$ cat config.mk
export PLATFORM = sky130hd
export DESIGN_NAME = fp_mlp_sequencer
export DESIGN_NICKNAME = d
export VERILOG_FILES = /design/src/rtl/fp_mlp_pkg.sv /design/src/rtl/fp_mlp_sequencer.sv
export SDC_FILE = /design/constraint.sdc
export NUM_CORES = 1
export LEC_CHECK = 0
export ABC_CLOCK_PERIOD_IN_PS = 3100
export BUFFER_PORTS_ARGS = -buffer_cell sky130_fd_sc_hd__clkbuf_2
export CELL_PAD_IN_SITES_DETAIL_PLACEMENT = 0
export CELL_PAD_IN_SITES_GLOBAL_PLACEMENT = 1
export CORE_AREA = 2 2 330 332
export DETAILED_ROUTE_END_ITERATION = 8
export DIE_AREA = 0 0 332 334
export PLACE_DENSITY = 0.38
export SYNTH_ARGS = -nofsm -noshare
export SYNTH_HDL_FRONTEND = slang
export SYNTH_SLANG_ARGS = --single-unit
$ cat constraint.sdc
create_clock -name clk -period 3.1 [get_ports clk]
set_clock_uncertainty 0.2 [all_clocks]
set_input_delay 0.93 -clock clk [delete_from_list [all_inputs] [get_ports clk]]
set_output_delay 0.93 -clock clk [all_outputs]
set_load 0.1 [all_outputs]
$ cat src/rtl/fp_mlp_pkg.sv
// fp_mlp_pkg: shared FSM encoding and default widths for the FP16 MLP blocks
package fp_mlp_pkg;
    localparam int FP_DATA_WIDTH = 16;
    localparam int FP_ADDR_WIDTH = 8;
    typedef enum logic [2:0] {
        S_IDLE,
        S_FETCH,
        S_LOAD,
        S_WAIT,
        S_CAPTURE,
        S_DONE
    } seq_state_e;
endpackage

$ cat src/rtl/fp_mlp_sequencer.sv
// fp_mlp_sequencer: time-multiplexes one fp_mlp_layer across N_LAYERS square FP16 layers
module fp_mlp_sequencer
    import fp_mlp_pkg::*;
#(
    parameter int DATA_WIDTH     = FP_DATA_WIDTH,
    parameter int WIDTH          = 4,
    parameter int ADDR_WIDTH     = FP_ADDR_WIDTH,
    parameter int N_LAYERS       = 3,
    parameter int NEURON_LATENCY = 3,
    parameter int LIDX_W         = (N_LAYERS > 1) ? $clog2(N_LAYERS) : 1
) (
    input  logic                                clk,
    input  logic                                rst,
    input  logic                                in_valid,
    output logic                                in_ready,
    input  logic [DATA_WIDTH*WIDTH-1:0]         in_data,
    output logic                                out_valid,
    input  logic                                out_ready,
    output logic [DATA_WIDTH*WIDTH-1:0]         out_data,
    output logic [LIDX_W-1:0]                   w_addr,
    input  logic [DATA_WIDTH*WIDTH*WIDTH-1:0]   w_data,
    input  logic [ADDR_WIDTH*WIDTH-1:0]         lut_data,
    output logic [DATA_WIDTH*WIDTH-1:0]         layer_inputs,
    output logic [DATA_WIDTH*WIDTH*WIDTH-1:0]   layer_weights,
    output logic [ADDR_WIDTH*WIDTH-1:0]         lut_addrs,
    input  logic [DATA_WIDTH*WIDTH-1:0]         layer_outputs,
    output logic                                busy,
    output logic [LIDX_W-1:0]                   layer_idx
);
    localparam int CNT_W = (NEURON_LATENCY > 1) ? $clog2(NEURON_LATENCY) : 1;
    localparam logic [LIDX_W-1:0] LAST_IDX = LIDX_W'(N_LAYERS - 1);
    localparam logic [CNT_W-1:0] CNT_INIT = CNT_W'(NEURON_LATENCY - 1);

    seq_state_e                         state_q, state_d;
    logic [DATA_WIDTH*WIDTH-1:0]        act_q, act_d, out_q, out_d;
    logic [DATA_WIDTH*WIDTH*WIDTH-1:0]  wts_q, wts_d;
    logic [ADDR_WIDTH*WIDTH-1:0]        lut_q, lut_d;
    logic [LIDX_W-1:0]                  idx_q, idx_d, waddr_q, waddr_d;
    logic [CNT_W-1:0]                   cnt_q, cnt_d;
    logic                               accept, last, capture;

    assign accept  = in_valid && in_ready;
    assign last    = idx_q == LAST_IDX;
    assign capture = state_q == S_CAPTURE;

    // State register; reset aborts any inference in flight
    always_ff @(posedge clk or negedge rst) begin
        if (!rst) state_q <= S_IDLE;
        else      state_q <= state_d;
    end

    // Next-state: fixed FETCH/LOAD/WAIT/CAPTURE walk per layer, then DONE until drained
    always_comb begin
        state_d = state_q;
        case (state_q)
            S_IDLE:    state_d = in_valid ? S_FETCH : S_IDLE;
            S_FETCH:   state_d = S_LOAD;
            S_LOAD:    state_d = S_WAIT;
            S_WAIT:    state_d = (cnt_q == '0) ? S_CAPTURE : S_WAIT;
            S_CAPTURE: state_d = last ? S_DONE : S_FETCH;
            S_DONE:    state_d = out_ready ? S_IDLE : S_DONE;
            default:   state_d = S_IDLE;
        endcase
    end

    // Handshake and status outputs decode straight from state
    always_comb begin
        in_ready  = state_q == S_IDLE;
        out_valid = state_q == S_DONE;
        busy      = state_q != S_IDLE;
    end

    // Datapath next values; the memory address is registered on entry to FETCH
    always_comb begin
        act_d   = accept ? in_data : (capture ? layer_outputs : act_q);
        idx_d   = accept ? '0 : ((capture && !last) ? idx_q + LIDX_W'(1) : idx_q);
        waddr_d = (state_d == S_FETCH) ? idx_d : waddr_q;
        wts_d   = (state_q == S_LOAD) ? w_data : wts_q;
        lut_d   = (state_q == S_LOAD) ? lut_data : lut_q;
        cnt_d   = (state_q == S_LOAD) ? CNT_INIT :
                  ((state_q == S_WAIT && cnt_q != '0) ? cnt_q - CNT_W'(1) : cnt_q);
        out_d   = (capture && last) ? layer_outputs : out_q;
    end

    // Datapath registers
    always_ff @(posedge clk or negedge rst) begin
        if (!rst) begin
            act_q   <= '0;
            idx_q   <= '0;
            waddr_q <= '0;
            wts_q   <= '0;
            lut_q   <= '0;
            cnt_q   <= '0;
            out_q   <= '0;
        end else begin
            act_q   <= act_d;
            idx_q   <= idx_d;
            waddr_q <= waddr_d;
            wts_q   <= wts_d;
            lut_q   <= lut_d;
            cnt_q   <= cnt_d;
            out_q   <= out_d;
        end
    end

    assign layer_inputs  = act_q;
    assign layer_weights = wts_q;
    assign lut_addrs     = lut_q;
    assign out_data      = out_q;
    assign w_addr        = waddr_q;
    assign layer_idx     = idx_q;
endmodule

-- After elaboration in Yosys (flattened, before gate mapping)
Index checks and enable logic that the tools add are counted.
- output and inout port bits: 423
- bits of input ports: 420
- logic and storage cells: 39
- register bits after elaboration: 425
- eq/ne operators: 7
- add/sub/neg operators: 2
- reduce and logical (&&, ||, !) cells: 11
- muxes and demuxes: 11
- operators by type and width (cell ; number):
    2-to-1 mux 64 bit ; 2
    one-hot mux 3 bit (6 select lines) ; 1
    2-to-1 mux 3 bit ; 3
    2-to-1 mux 2 bit ; 4
    equality test 3 x 1 -> 1 bit (second input constant) ; 2
    equality test 3 x 2 -> 1 bit (second input constant) ; 2
    equality test 3 bit (second input constant) ; 2
    nonzero test 2 bit ; 3
    logical AND 1 bit ; 4
    zero test 3 bit ; 1
    nonzero test 3 bit ; 1
    adder 2 x 1 -> 2 bit (second input constant) ; 1
    equality test 2 bit (second input constant) ; 1
    zero test 2 bit ; 1
    subtractor 2 x 1 -> 2 bit (second input constant) ; 1
    zero test 1 bit ; 1
    2-to-1 mux 1 bit ; 1

-- Logic depth before layout (Yosys ltp)
Gate-level depths: netlist of run 1.
- depth after elaboration: 5
- mapped depth: 6
- depth with buffers taken out: 5

-- Least setup slack after synthesis of run 1
Ideal clock, no wire load.
- path kind: register to output
- start point: register state_q[0]
- end point: output busy
- arrival: 3.237 ns
- required time: 1.970 ns
- stages on the path, launching flop included: 6
- setup slack: -1.267 ns
- buffers on the path: 2
- cells stage by stage: dfrtp_1 or2_1 clkbuf_1 clkbuf_1 nor2_1 inv_1
- cells in the longest elaborated chain, start to end: 1
- RTL lines (item ; RTL line ; source):
    start: declaration ; fp_mlp_sequencer.sv:34 ; seq_state_e state_q, state_d;
    start signal: assignment ; fp_mlp_sequencer.sv:49 ; else state_q <= state_d;
    nonzero test 3 bit ; fp_mlp_sequencer.sv:70 ; busy = state_q != S_IDLE;
    end: declaration ; fp_mlp_sequencer.sv:27 ; output logic busy,
Every way passes these cells.

-- Final worst setup path of run 1
- start point: register state_q[0]
- end point: output out_valid
- cells in the longest elaborated chain, start to end: 1
- RTL lines (item ; RTL line ; source):
    equality test 3 bit ; fp_mlp_sequencer.sv:69 ; out_valid = state_q == S_DONE;
    end: declaration ; fp_mlp_sequencer.sv:17 ; output logic out_valid,
Every way passes these cells.

==> summary.md, run 1 <==
| Metric | Value |
|---|---|
| Synth Cell Area | `16650 sq um` |
| DR DRC count | `0` |
| Maximum number of pins on one net before global-route repair | `91` |
| TritonCTS clock tree | `built` |
| Total count of hold-check failures in the final report | `0` |
| Final period utilization | `96.24%` |
| Setup repair after global routing missed its margin | `no` |
| Min-delay worst type | `primary input to asynchronous set/reset pin` |
| Global route overflow | `0` |
| Launching element type of the critical path | `flip-flop` |
| Initial antenna violation count | `9` |
| Number of cell instances on the worst register-to-register path | `4` |
| Iteration-0 DRC Markers | `378` |
| Peak Freq | `335.2 MHz` |
| Clock input transition at the sequential cells of the worst setup and hold paths | `0.06 ns` |
| Count of unique library cells instantiated by Yosys | `36` |
| Fraction of final layout cells sized beyond drive strength 1 | `65.18%` |
| GPL Wtd Cong | `0.7873` |
| Area grow syn2layout | `47.09%` |
| Leading area contributor after synthesis | `sky130_fd_sc_hd__dfrtp_1` |
| Final setup vio count | `0` |
| H-tree levels | `2` |
| Clock root buffer | `sky130_fd_sc_hd__clkbuf_16` |
| Deepest clock path buffer count | `3` |
| Result of the run | `complete, no violations` |
| GRT Total Usage | `11.38%` |
| Worst setup EP type | `primary output` |
| HPWL after DPL | `49510 um` |
| Highest fanout seen on the critical path | `11` |
| Initial Util | `15.45%` |
| Number of synthesized register bits | `425` |
| Number of buffers added on ports | `842` |
| Number of enable flip-flop cells after synthesis | `0` |
| Synthesized Nets | `1505` |
| Most area-consuming cells after synthesis | `sky130_fd_sc_hd__dfrtp_1, sky130_fd_sc_hd__mux2_2, sky130_fd_sc_hd__mux2_4` |
| Router iterations before antenna repair | `4` |
| Async set-reset flop share out of synthesis | `100.0%` |
| Count of clock tree sinks | `425` |
| Crit path required time | `1.97 ns` |
| Relative slew margins | `47.68%` |
| Category of the most critical setup path | `flip-flop to primary output` |
| Number of top-level design ports | `843` |
| Worst EP arrival | `1.85 ns` |
| Utilization after layout | `22.73%` |
| Number of global-route vias before repair | `13680` |
| CTS Buf Count | `55` |
| Startpoint of the lowest-slack register-to-register path | `state_q[2]$_DFF_PN0_` |
| Fillers | `11700` |
| Final instance count without filler cells | `3416` |
| Post-layout min period | `2.984 ns` |
| Global-route wire length before repair | `94870 um` |
| Number of nets in the layout | `2377` |
| Synthesized netlist cell count | `1083` |
| Number of pins with negative max-slew slack in the final report | `0` |
| Remaining antenna violation count | `0` |
| Per-cell via count in the routed design | `3.614` |
| Cell area after placement | `22680 sq um` |
| Die area | `110900 sq um` |
| Predominant post-synthesis flop cell | `sky130_fd_sc_hd__dfrtp_1` |
| Synthesized area divided by synthesized cell count | `15.38 sq um` |
| Drt total wl | `64600 um` |
| Fraction of post-synthesis cell area in the top cell type by area | `63.86%` |
| Critical register-to-register path endpoint | `layer_weights[85]$_DFFE_PN0P_` |
| Count of yosys warnings during synthesis | `0` |
| Slew at the pin closest to its max-slew limit | `0.7848 ns` |
| Number of cells in the design after placement | `3312` |
| Average wire per standard cell | `18.91 um` |
| Source-to-sink clock delay at the later pin of the worst-skew pair | `0.64 ns` |
| Sum of negative setup slack | `0 ns` |
| Sequential cell area fraction in the yosys report | `63.86%` |
| Die Ht | `334 um` |
| Max capacitance violation total | `0` |
| Overall via count from detail_route | `12340` |
| Worst setup slack for register-to-register paths | `0.92 ns` |
| Final instance area | `24500 sq um` |
| Core Footprint | `107800 sq um` |
| Floorplan row count | `121` |
| Most numerous cell types in the synthesized netlist | `sky130_fd_sc_hd__dfrtp_1, sky130_fd_sc_hd__mux2_2, sky130_fd_sc_hd__o21ai_0` |
| Die Width | `332 um` |
| Most numerous cell in the Yosys netlist | `sky130_fd_sc_hd__dfrtp_1` |
logic make-up (layout without fill, tap and decap cells):
group	count (synthesis)	after routing	synth area share, %
flip-flops	425	425	63.86
multiplexers	352	352	24.91
AO/OA/AOI/OAI	144	144	5.417
AND/OR/NAND/NOR	83	83	2.299
buffers and inverters	77	990	3.366
adder cells (fa/ha/maj)	2	2	0.1502
other	0	6	0
cell usage in the layout (no fill, tap or decap), types with 2 or more instances in the layout:
cell type and n:
sky130_fd_sc_hd__buf_12 16, sky130_fd_sc_hd__mux2_4 49, sky130_fd_sc_hd__bufinv_16 2, sky130_fd_sc_hd__clkinv_2 11, sky130_fd_sc_hd__clkbuf_1 11, sky130_fd_sc_hd__o21ai_0 71
sky130_fd_sc_hd__clkbuf_16 55, sky130_fd_sc_hd__ha_1 2, sky130_fd_sc_hd__a22oi_1 64, sky130_fd_sc_hd__clkbuf_8 15, sky130_fd_sc_hd__nand2_1 65, sky130_fd_sc_hd__diode_2 6
sky130_fd_sc_hd__inv_1 8, sky130_fd_sc_hd__buf_4 28, sky130_fd_sc_hd__dfrtp_1 424, sky130_fd_sc_hd__clkbuf_2 838, sky130_fd_sc_hd__mux2_1 33, sky130_fd_sc_hd__a21oi_1 2
sky130_fd_sc_hd__mux2_2 270, sky130_fd_sc_hd__clkinv_8 2
worst max-delay path by stage:
stage	from	end	slack, ns	depth (start not counted)
floorplan	state_q[0]$_DFF_PN0_	busy	-0.59	5
global placement	state_q[2]$_DFF_PN0_	out_valid	0.68	3
detailed placement	state_q[2]$_DFF_PN0_	out_valid	0.64	3
CTS	state_q[0]$_DFF_PN0_	out_valid	0.01	4
global route	state_q[0]$_DFF_PN0_	out_valid	0.02	4
finish	state_q[0]$_DFF_PN0_	out_valid	0.12	4
cell type report:
cell class / count / area, sq um / area share, %
flip-flops and latches: 425 / 10640 / 43.42
multi-input cells: 581 / 5495 / 22.43
repair buffers: 884 / 4751 / 19.39
well taps: 1414 / 1769 / 7.222
clock buffers: 81 / 1624 / 6.630
clock inverters: 17 / 175.2 / 0.7151
inverters: 8 / 30.03 / 0.1226
diodes: 6 / 15.01 / 0.06129
state kept, by name, indices dropped and copies added (netlist names):
signal and count:
layer_idx 2, lut_addrs 32, cnt_q 2, w_addr 2, out_data 64, layer_inputs 64
layer_weights 256, state_q 3
worst max-delay path, stage by stage, from the launching register on:
cell and delay [ns]:
sky130_fd_sc_hd__dfrtp_1 0.35, sky130_fd_sc_hd__buf_4 0.23, sky130_fd_sc_hd__inv_1 0.09, sky130_fd_sc_hd__nor3_2 0.27
sky130_fd_sc_hd__buf_6 0.27
stage by stage:
stage,worst slack [ns],hold WS (ns)
finish,0.1164,0.09837
detailed placement,0.6389,0.2746
CTS,0.01408,0.08293
global placement,0.6779,0.2701
floorplan,-0.5936,0.3681
global route,0.01533,0.1079
layer usage:
layer / vias up / routed length [um] / track usage [%] / part of all wire [%]
li1: 5608 / - / - / -
met1: 6126 / 23370 / 12.05 / 36
met2: 511 / 33180 / 20.37 / 51
met3: 95 / 6296 / 4.929 / 9.7
met4: 4 / 1723 / 3.346 / 2.7
met5: - / 27 / 0 / 0.042
repair_timing:
action | 4_1_cts | 5_1_grt
resized for setup | 2 | 0
setup buffers | 0 | 0
setup endpoints to repair | 1 | 0
hold buffers | 0 | 0
Power of run 1 is left out: the tool's default activity adds up to more than one toggle a clock period on the data nets, which glitch-free logic cannot reach.
==> run 2, diff against run 1 <==
--- a/config.mk
+++ b/config.mk
@@ -13,6 +13,7 @@
 export DETAILED_ROUTE_END_ITERATION = 8
 export DIE_AREA = 0 0 332 334
 export PLACE_DENSITY = 0.38
+export RECOVER_POWER = 100
 export SYNTH_ARGS = -nofsm -noshare
 export SYNTH_HDL_FRONTEND = slang
 export SYNTH_SLANG_ARGS = --single-unit
==> summary.md, run 2 (synthesis results as in run 1) <==
| Metric | Value |
|---|---|
| Endpoint of the worst hold-timing path | `layer_weights[80]$_DFFE_PN0P_` |
| Fin Hold WS | `0.2834 ns (was 0.09837 ns)` |
| Final instance area | `24140 sq um (was 24500 sq um)` |
| Final period utilization | `96.24% (about the same)` |
| TritonCTS clock tree | `built (unchanged)` |
| Per-cell via count in the routed design | `3.627 (was 3.614)` |
| Instance count on the critical path | `4 (unchanged)` |
| Number of nets in the layout | `2377 (unchanged)` |
| Number of cells in the design after placement | `3312 (unchanged)` |
| Global route overflow | `0 (unchanged)` |
| H-tree levels | `2 (unchanged)` |
| Biggest cell delay along the critical path | `0.35 ns (about the same)` |
| Source-to-sink clock delay at the later pin of the worst-skew pair | `0.64 ns (about the same)` |
| Global-route wire length before repair | `94870 um (unchanged)` |
| Total count of hold-check failures in the final report | `0 (unchanged)` |
| Min-delay worst type | `flip-flop to flip-flop (was primary input to asynchronous set/reset pin)` |
| HPWL after DPL | `49510 um (unchanged)` |
| Failing checks | `max-capacitance violations, max-slew violations` |
| Worst setup EP type | `primary output (unchanged)` |
| Die Ht | `334 um (unchanged)` |
| Critical path buffer and inverter count | `3 (unchanged)` |
| Setup repair after global routing missed its margin | `no (unchanged)` |
| Remaining antenna violation count | `0 (unchanged)` |
| GPL Wtd Cong | `0.7873 (unchanged)` |
| Result of the run | `finished with violations (was complete, no violations)` |
| Startpoint of the lowest-slack register-to-register path | `state_q[2]$_DFF_PN0_ (unchanged)` |
| Crit-path cells | `buf_4, inv_1, nor3_2, buf_6 (unchanged)` |
| Fillers | `11780 (was 11700)` |
| Family with the most delay on the worst path | `buffers and inverters (unchanged)` |
| Area grow syn2layout | `44.97% (was 47.09%)` |
| Slowest-stage cell, CP | `sky130_fd_sc_hd__dfrtp_1 (unchanged)` |
| GRT Total Usage | `11.38% (unchanged)` |
| Floorplan row count | `121 (unchanged)` |
| Final setup vio count | `0 (unchanged)` |
| Clock root buffer | `sky130_fd_sc_hd__clkbuf_16 (unchanged)` |
| Peak Freq | `335.2 MHz (about the same)` |
| Average wire per standard cell | `18.91 um (about the same)` |
| Leading cell type in the layout, fill and taps excluded | `sky130_fd_sc_hd__clkbuf_2 (unchanged)` |
| Relative slew margins | `-55.62% (was 47.68%)` |
| Deepest clock path buffer count | `3 (unchanged)` |
| Most used cells in the layout excluding fill and tap cells | `sky130_fd_sc_hd__clkbuf_2, sky130_fd_sc_hd__dfrtp_1, sky130_fd_sc_hd__mux2_2 (unchanged)` |
| Count of clock tree sinks | `425 (unchanged)` |
| Max capacitance violation total | `2 (was 0)` |
| Launching element type of the critical path | `flip-flop (unchanged)` |
| Initial Util | `15.45% (unchanged)` |
| DR DRC count | `0 (unchanged)` |
| Postcts setup bufs | `0 (unchanged)` |
| CTS Buf Count | `55 (unchanged)` |
| Die area | `110900 sq um (unchanged)` |
| Final instance count without filler cells | `3416 (unchanged)` |
| Number of global-route vias before repair | `13680 (unchanged)` |
| Post-layout min period | `2.983 ns (was 2.984 ns)` |
| Number of buffers added on ports | `842 (unchanged)` |
| Number of flip-flops under the largest register name | `256 (unchanged)` |
| Critical register-to-register path endpoint | `layer_weights[85]$_DFFE_PN0P_ (unchanged)` |
| Number of top-level design ports | `843 (unchanged)` |
| Initial antenna violation count | `9 (unchanged)` |
| Core Footprint | `107800 sq um (unchanged)` |
| Category of the most critical setup path | `flip-flop to primary output (unchanged)` |
| Iteration-0 DRC Markers | `373 (was 378)` |
| Clock input transition at the sequential cells of the worst setup and hold paths | `0.06 ns (about the same)` |
| Sum of negative setup slack | `0 ns (unchanged)` |
| Slew at the pin closest to its max-slew limit | `2.334 ns (was 0.7848 ns)` |
| Highest fanout seen on the critical path | `11 (unchanged)` |
| Cell depth of the worst min-delay path | `1` |
| Overall via count from detail_route | `12390 (was 12340)` |
| Drt total wl | `64610 um (was 64600 um)` |
| Cell area after placement | `22680 sq um (unchanged)` |
| Fraction of final layout cells sized beyond drive strength 1 | `62.53% (was 65.18%)` |
| Die Width | `332 um (unchanged)` |
| Worst EP arrival | `1.85 ns (about the same)` |
| Router iterations before antenna repair | `4 (unchanged)` |
| Number of pins with negative max-slew slack in the final report | `128 (was 0)` |
| Worst setup slack for register-to-register paths | `0.27 ns (was 0.92 ns)` |
| Maximum number of pins on one net before global-route repair | `91 (unchanged)` |
| Number of cell instances on the worst register-to-register path | `4 (unchanged)` |
| Worst min-delay path startpoint | `layer_weights[80]$_DFFE_PN0P_` |
| Crit path required time | `1.97 ns (about the same)` |
==> run 2: final cells by class <==
type                    instances  area (sq um)  area share (%)
flip-flops and latches        425         10640           44.06
diodes                          6         15.01         0.06219
multi-input cells             581          5311           22.00
well taps                    1414          1769           7.328
clock buffers                  81          1624           6.727
repair buffers                884          4582           18.98
clock inverters                17         175.2          0.7255
inverters                       8         30.03          0.1244
==> run 2: routing by layer <==
| metal | wire [um] | part of all wire (%) | up-vias | global-route usage, % |
|---|---|---|---|---|
| li1 | - | - | 5615 | - |
| met1 | 23380 | 36 | 6164 | 12.05 |
| met2 | 33430 | 52 | 512 | 20.37 |
| met3 | 6057 | 9.4 | 96 | 4.929 |
| met4 | 1717 | 2.7 | 4 | 3.346 |
| met5 | 27 | 0.042 | - | 0 |
==> run 2: through the flow <==
| step | worst slack (ns) | utilization, % |
|---|---|---|
| 2_1_floorplan | -0.5936 | - |
| 3_3_place_gp | 0.6779 | 21.04 |
| 3_5_place_dp | 0.6389 | 21.04 |
| 4_1_cts | 0.01408 | 22.71 |
| 5_1_grt | 0.01502 | 22.39 |
| 6_report | 0.1166 | 22.40 |
==> run 2: worst max path at each step <==
stage / slack (ns) / to / startpoint
floorplan: -0.59 / busy / state_q[0]$_DFF_PN0_
detailed placement: 0.64 / out_valid / state_q[2]$_DFF_PN0_
finish: 0.12 / out_valid / state_q[0]$_DFF_PN0_
global route: 0.02 / out_valid / state_q[0]$_DFF_PN0_
global placement: 0.68 / out_valid / state_q[2]$_DFF_PN0_
CTS: 0.01 / out_valid / state_q[0]$_DFF_PN0_
==> run 2: repair_timing <==
| action | CTS | global route |
|---|---|---|
| gates resized for setup | 2 | 0 |
| hold buffers | 0 | 0 |
| endpoints found under the setup margin | 1 | 0 |
Power of run 2 is left out for the same reason.
==> run 3, diff against run 2 <==
--- a/config.mk
+++ b/config.mk
@@ -5,14 +5,14 @@
 export SDC_FILE = /design/constraint.sdc
 export NUM_CORES = 1
 export LEC_CHECK = 0
-export ABC_CLOCK_PERIOD_IN_PS = 3100
+export ABC_CLOCK_PERIOD_IN_PS = 2500
 export BUFFER_PORTS_ARGS = -buffer_cell sky130_fd_sc_hd__clkbuf_2
 export CELL_PAD_IN_SITES_DETAIL_PLACEMENT = 0
 export CELL_PAD_IN_SITES_GLOBAL_PLACEMENT = 1
-export CORE_AREA = 2 2 330 332
+export CORE_AREA = 2 2 329 331
 export DETAILED_ROUTE_END_ITERATION = 8
-export DIE_AREA = 0 0 332 334
-export PLACE_DENSITY = 0.38
+export DIE_AREA = 0 0 331 333
+export PLACE_DENSITY = 0.39
 export RECOVER_POWER = 100
 export SYNTH_ARGS = -nofsm -noshare
 export SYNTH_HDL_FRONTEND = slang
==> constraint.sdc (replaced) <==
create_clock -name clk -period 2.5 [get_ports clk]
set_clock_uncertainty 0.2 [all_clocks]
set_input_delay 0.75 -clock clk [delete_from_list [all_inputs] [get_ports clk]]
set_output_delay 0.75 -clock clk [all_outputs]
set_load 0.1 [all_outputs]
==> summary.md, run 3 (synthesis results as in run 1) <==
| Metric | Value |
|---|---|
| Slew at the pin closest to its max-slew limit | `1.313 ns (was 2.334 ns)` |
| Deepest clock path buffer count | `3 (unchanged)` |
| Peak Freq | `371.2 MHz` |
| Slowest-stage cell, CP | `sky130_fd_sc_hd__dfrtp_1 (unchanged)` |
| Source-to-sink clock delay at the later pin of the worst-skew pair | `0.61 ns (was 0.64 ns)` |
| Final setup vio count | `90 (was 0)` |
| Overall via count from detail_route | `12340 (was 12390)` |
| Floorplan row count | `120 (was 121)` |
| GRT Total Usage | `11.54% (was 11.38%)` |
| Family with the most delay on the worst path | `simple AND/OR/NAND/NOR gates (was buffers and inverters)` |
| Failing checks | `negative setup slack (was max-capacitance violations, max-slew violations)` |
| Min-delay worst type | `primary input to flip-flop (was flip-flop to flip-flop)` |
| Worst EP arrival | `1.74 ns (was 1.85 ns)` |
| Per-cell via count in the routed design | `3.610 (was 3.627)` |
| Setup repair after global routing missed its margin | `yes (was no)` |
| Category of the most critical setup path | `flip-flop to primary output (unchanged)` |
| Sum of negative setup slack | `-2.723 ns (was 0 ns)` |
| Final period utilization | `107.7%` |
| Highest fanout seen on the critical path | `2 (was 11)` |
| Drt total wl | `66190 um (was 64610 um)` |
| Slack of the critical path | `-0.1937 ns (was 0.1166 ns)` |
| HPWL after DPL | `51610 um (was 49510 um)` |
| TritonCTS clock tree | `built (unchanged)` |
| Maximum number of pins on one net before global-route repair | `57 (was 91)` |
| Count of clock tree sinks | `425 (unchanged)` |
| Cell depth of the worst min-delay path | `2 (was 1)` |
| Biggest cell delay along the critical path | `0.39 ns (was 0.35 ns)` |
| Number of nets in the layout | `2381 (was 2377)` |
| Most used cells in the layout excluding fill and tap cells | `sky130_fd_sc_hd__clkbuf_2, sky130_fd_sc_hd__dfrtp_1, sky130_fd_sc_hd__mux2_2 (unchanged)` |
| Number of flip-flops under the largest register name | `256 (unchanged)` |
| Worst setup EP type | `primary output (unchanged)` |
| Initial antenna violation count | `15 (was 9)` |
| Die Ht | `333 um (was 334 um)` |
| Crit path required time | `1.55 ns (was 1.97 ns)` |
| Number of global-route vias before repair | `13500 (was 13680)` |
| Met1 routed wirelength after detailed routing | `23660 um (was 23380 um)` |
| Die Width | `331 um (was 332 um)` |
| Total count of hold-check failures in the final report | `0 (unchanged)` |
| Critical path buffer and inverter count | `2 (was 3)` |
| Number of pins with negative max-slew slack in the final report | `0 (was 128)` |
| Die area | `110200 sq um (was 110900 sq um)` |
| Fraction of final layout cells sized beyond drive strength 1 | `64.45% (was 62.53%)` |
| Average wire per standard cell | `19.36 um (was 18.91 um)` |
| CTS Buf Count | `54 (was 55)` |
| Wire length on met3 | `6360 um (was 6057 um)` |
| Crit-path cells | `or2_4, nor2_4, buf_4, buf_12 (was buf_4, inv_1, nor3_2, buf_6)` |
| Leading cell type in the layout, fill and taps excluded | `sky130_fd_sc_hd__clkbuf_2 (unchanged)` |
| Iteration-0 DRC Markers | `303 (was 373)` |
| Remaining antenna violation count | `0 (unchanged)` |
| Number of buffers added on ports | `842 (unchanged)` |
| Clock root buffer | `sky130_fd_sc_hd__clkbuf_16 (unchanged)` |
| GPL Wtd Cong | `0.7494 (was 0.7873)` |
| Initial Util | `15.62% (was 15.45%)` |
| Clock input transition at the sequential cells of the worst setup and hold paths | `0.06 ns (about the same)` |
| Result of the run | `finished with violations (unchanged)` |
| Post-layout min period | `2.694 ns` |
| Router iterations before antenna repair | `4 (unchanged)` |
| Highest signal layer in the routed design | `met5 (unchanged)` |
| Core Footprint | `106600 sq um (was 107800 sq um)` |
| Number of top-level design ports | `843 (unchanged)` |
| Area grow syn2layout | `47.48% (was 44.97%)` |
| Instance count on the critical path | `4 (unchanged)` |
| H-tree levels | `2 (unchanged)` |
| Launching element type of the critical path | `flip-flop (unchanged)` |
| DR DRC count | `0 (unchanged)` |
| Global-route wire length before repair | `93760 um (was 94870 um)` |
| Total length of routed met2 wires | `34490 um (was 33430 um)` |
| Global route overflow | `0 (unchanged)` |
| Relative slew margins | `12.48% (was -55.62%)` |
| Max capacitance violation total | `0 (was 2)` |
| Number of cell instances on the worst register-to-register path | `5 (was 4)` |
run 3: worst register-to-register path, stage by stage, from the launching register on:
cell and delay, ns:
sky130_fd_sc_hd__dfrtp_2 0.47, sky130_fd_sc_hd__nand2b_4 0.20, sky130_fd_sc_hd__nor2_8 0.09, sky130_fd_sc_hd__buf_2 0.67, sky130_fd_sc_hd__buf_4 0.43, sky130_fd_sc_hd__mux2_2 0.38
run 3: what timing repair did:
| item | in CTS | in global routing |
|---|---|---|
| pin swaps | 2 | 1 |
| gates resized for setup | 28 | 9 |
| setup buffers | 0 | 1 |
| hold endpoints to repair | 19 | 0 |
| hold buffers | 1 | 0 |
| endpoints found under the setup margin | 28 | 10 |
| gates cloned | 0 | 0 |
run 3: metrics by stage:
stage          cell area [sq um]  setup slack [ns]  hold WS, ns  utilization, %  instances
2_1_floorplan              16700           -0.5677       0.2544               -       1083
3_5_place_dp               22760            0.3505       0.2746           21.35       3304
3_3_place_gp               22760            0.3401       0.2665           21.35       3304
5_1_grt                    24550           -0.2921       0.1021           23.03       3416
4_1_cts                    24720           -0.2731      0.08086           23.19       3405
6_report                   24560           -0.1937       0.1445           23.04       3419
run 3: routing by layer:
| layer | up-vias | global-route usage (%) |
|---|---|---|
| met5 | - | 0 |
| met4 | 4 | 3.738 |
| met3 | 88 | 4.640 |
| met2 | 507 | 20.98 |
| met1 | 6099 | 11.94 |
| li1 | 5645 | - |
run 3: final cells by class:
class	count	area, sq um
fill	11600	82040
clock buffer	87	1659
tap	1403	1755
sequential	425	10640
clock inverter	13	219.0
multi-input combinational	581	5455
timing repair buffer	889	4767
inverter	8	33.78
antenna	13	32.53
run 3: worst paths after layout:
path,from,end,slack (ns)
max,state_q[0]$_DFF_PN0_,in_ready,-0.19
min,w_data[193],layer_weights[193]$_DFFE_PN0P_,0.14
max reg2reg,state_q[2]$_DFF_PN0_,layer_weights[237]$_DFFE_PN0P_,-0.05
min reg2reg,layer_weights[67]$_DFFE_PN0P_,layer_weights[67]$_DFFE_PN0P_,0.28
max in group asynchronous,rst,layer_weights[51]$_DFFE_PN0P_,0.15
min in group asynchronous,rst,layer_weights[19]$_DFFE_PN0P_,0.84
Power of run 3 is left out for the same reason.
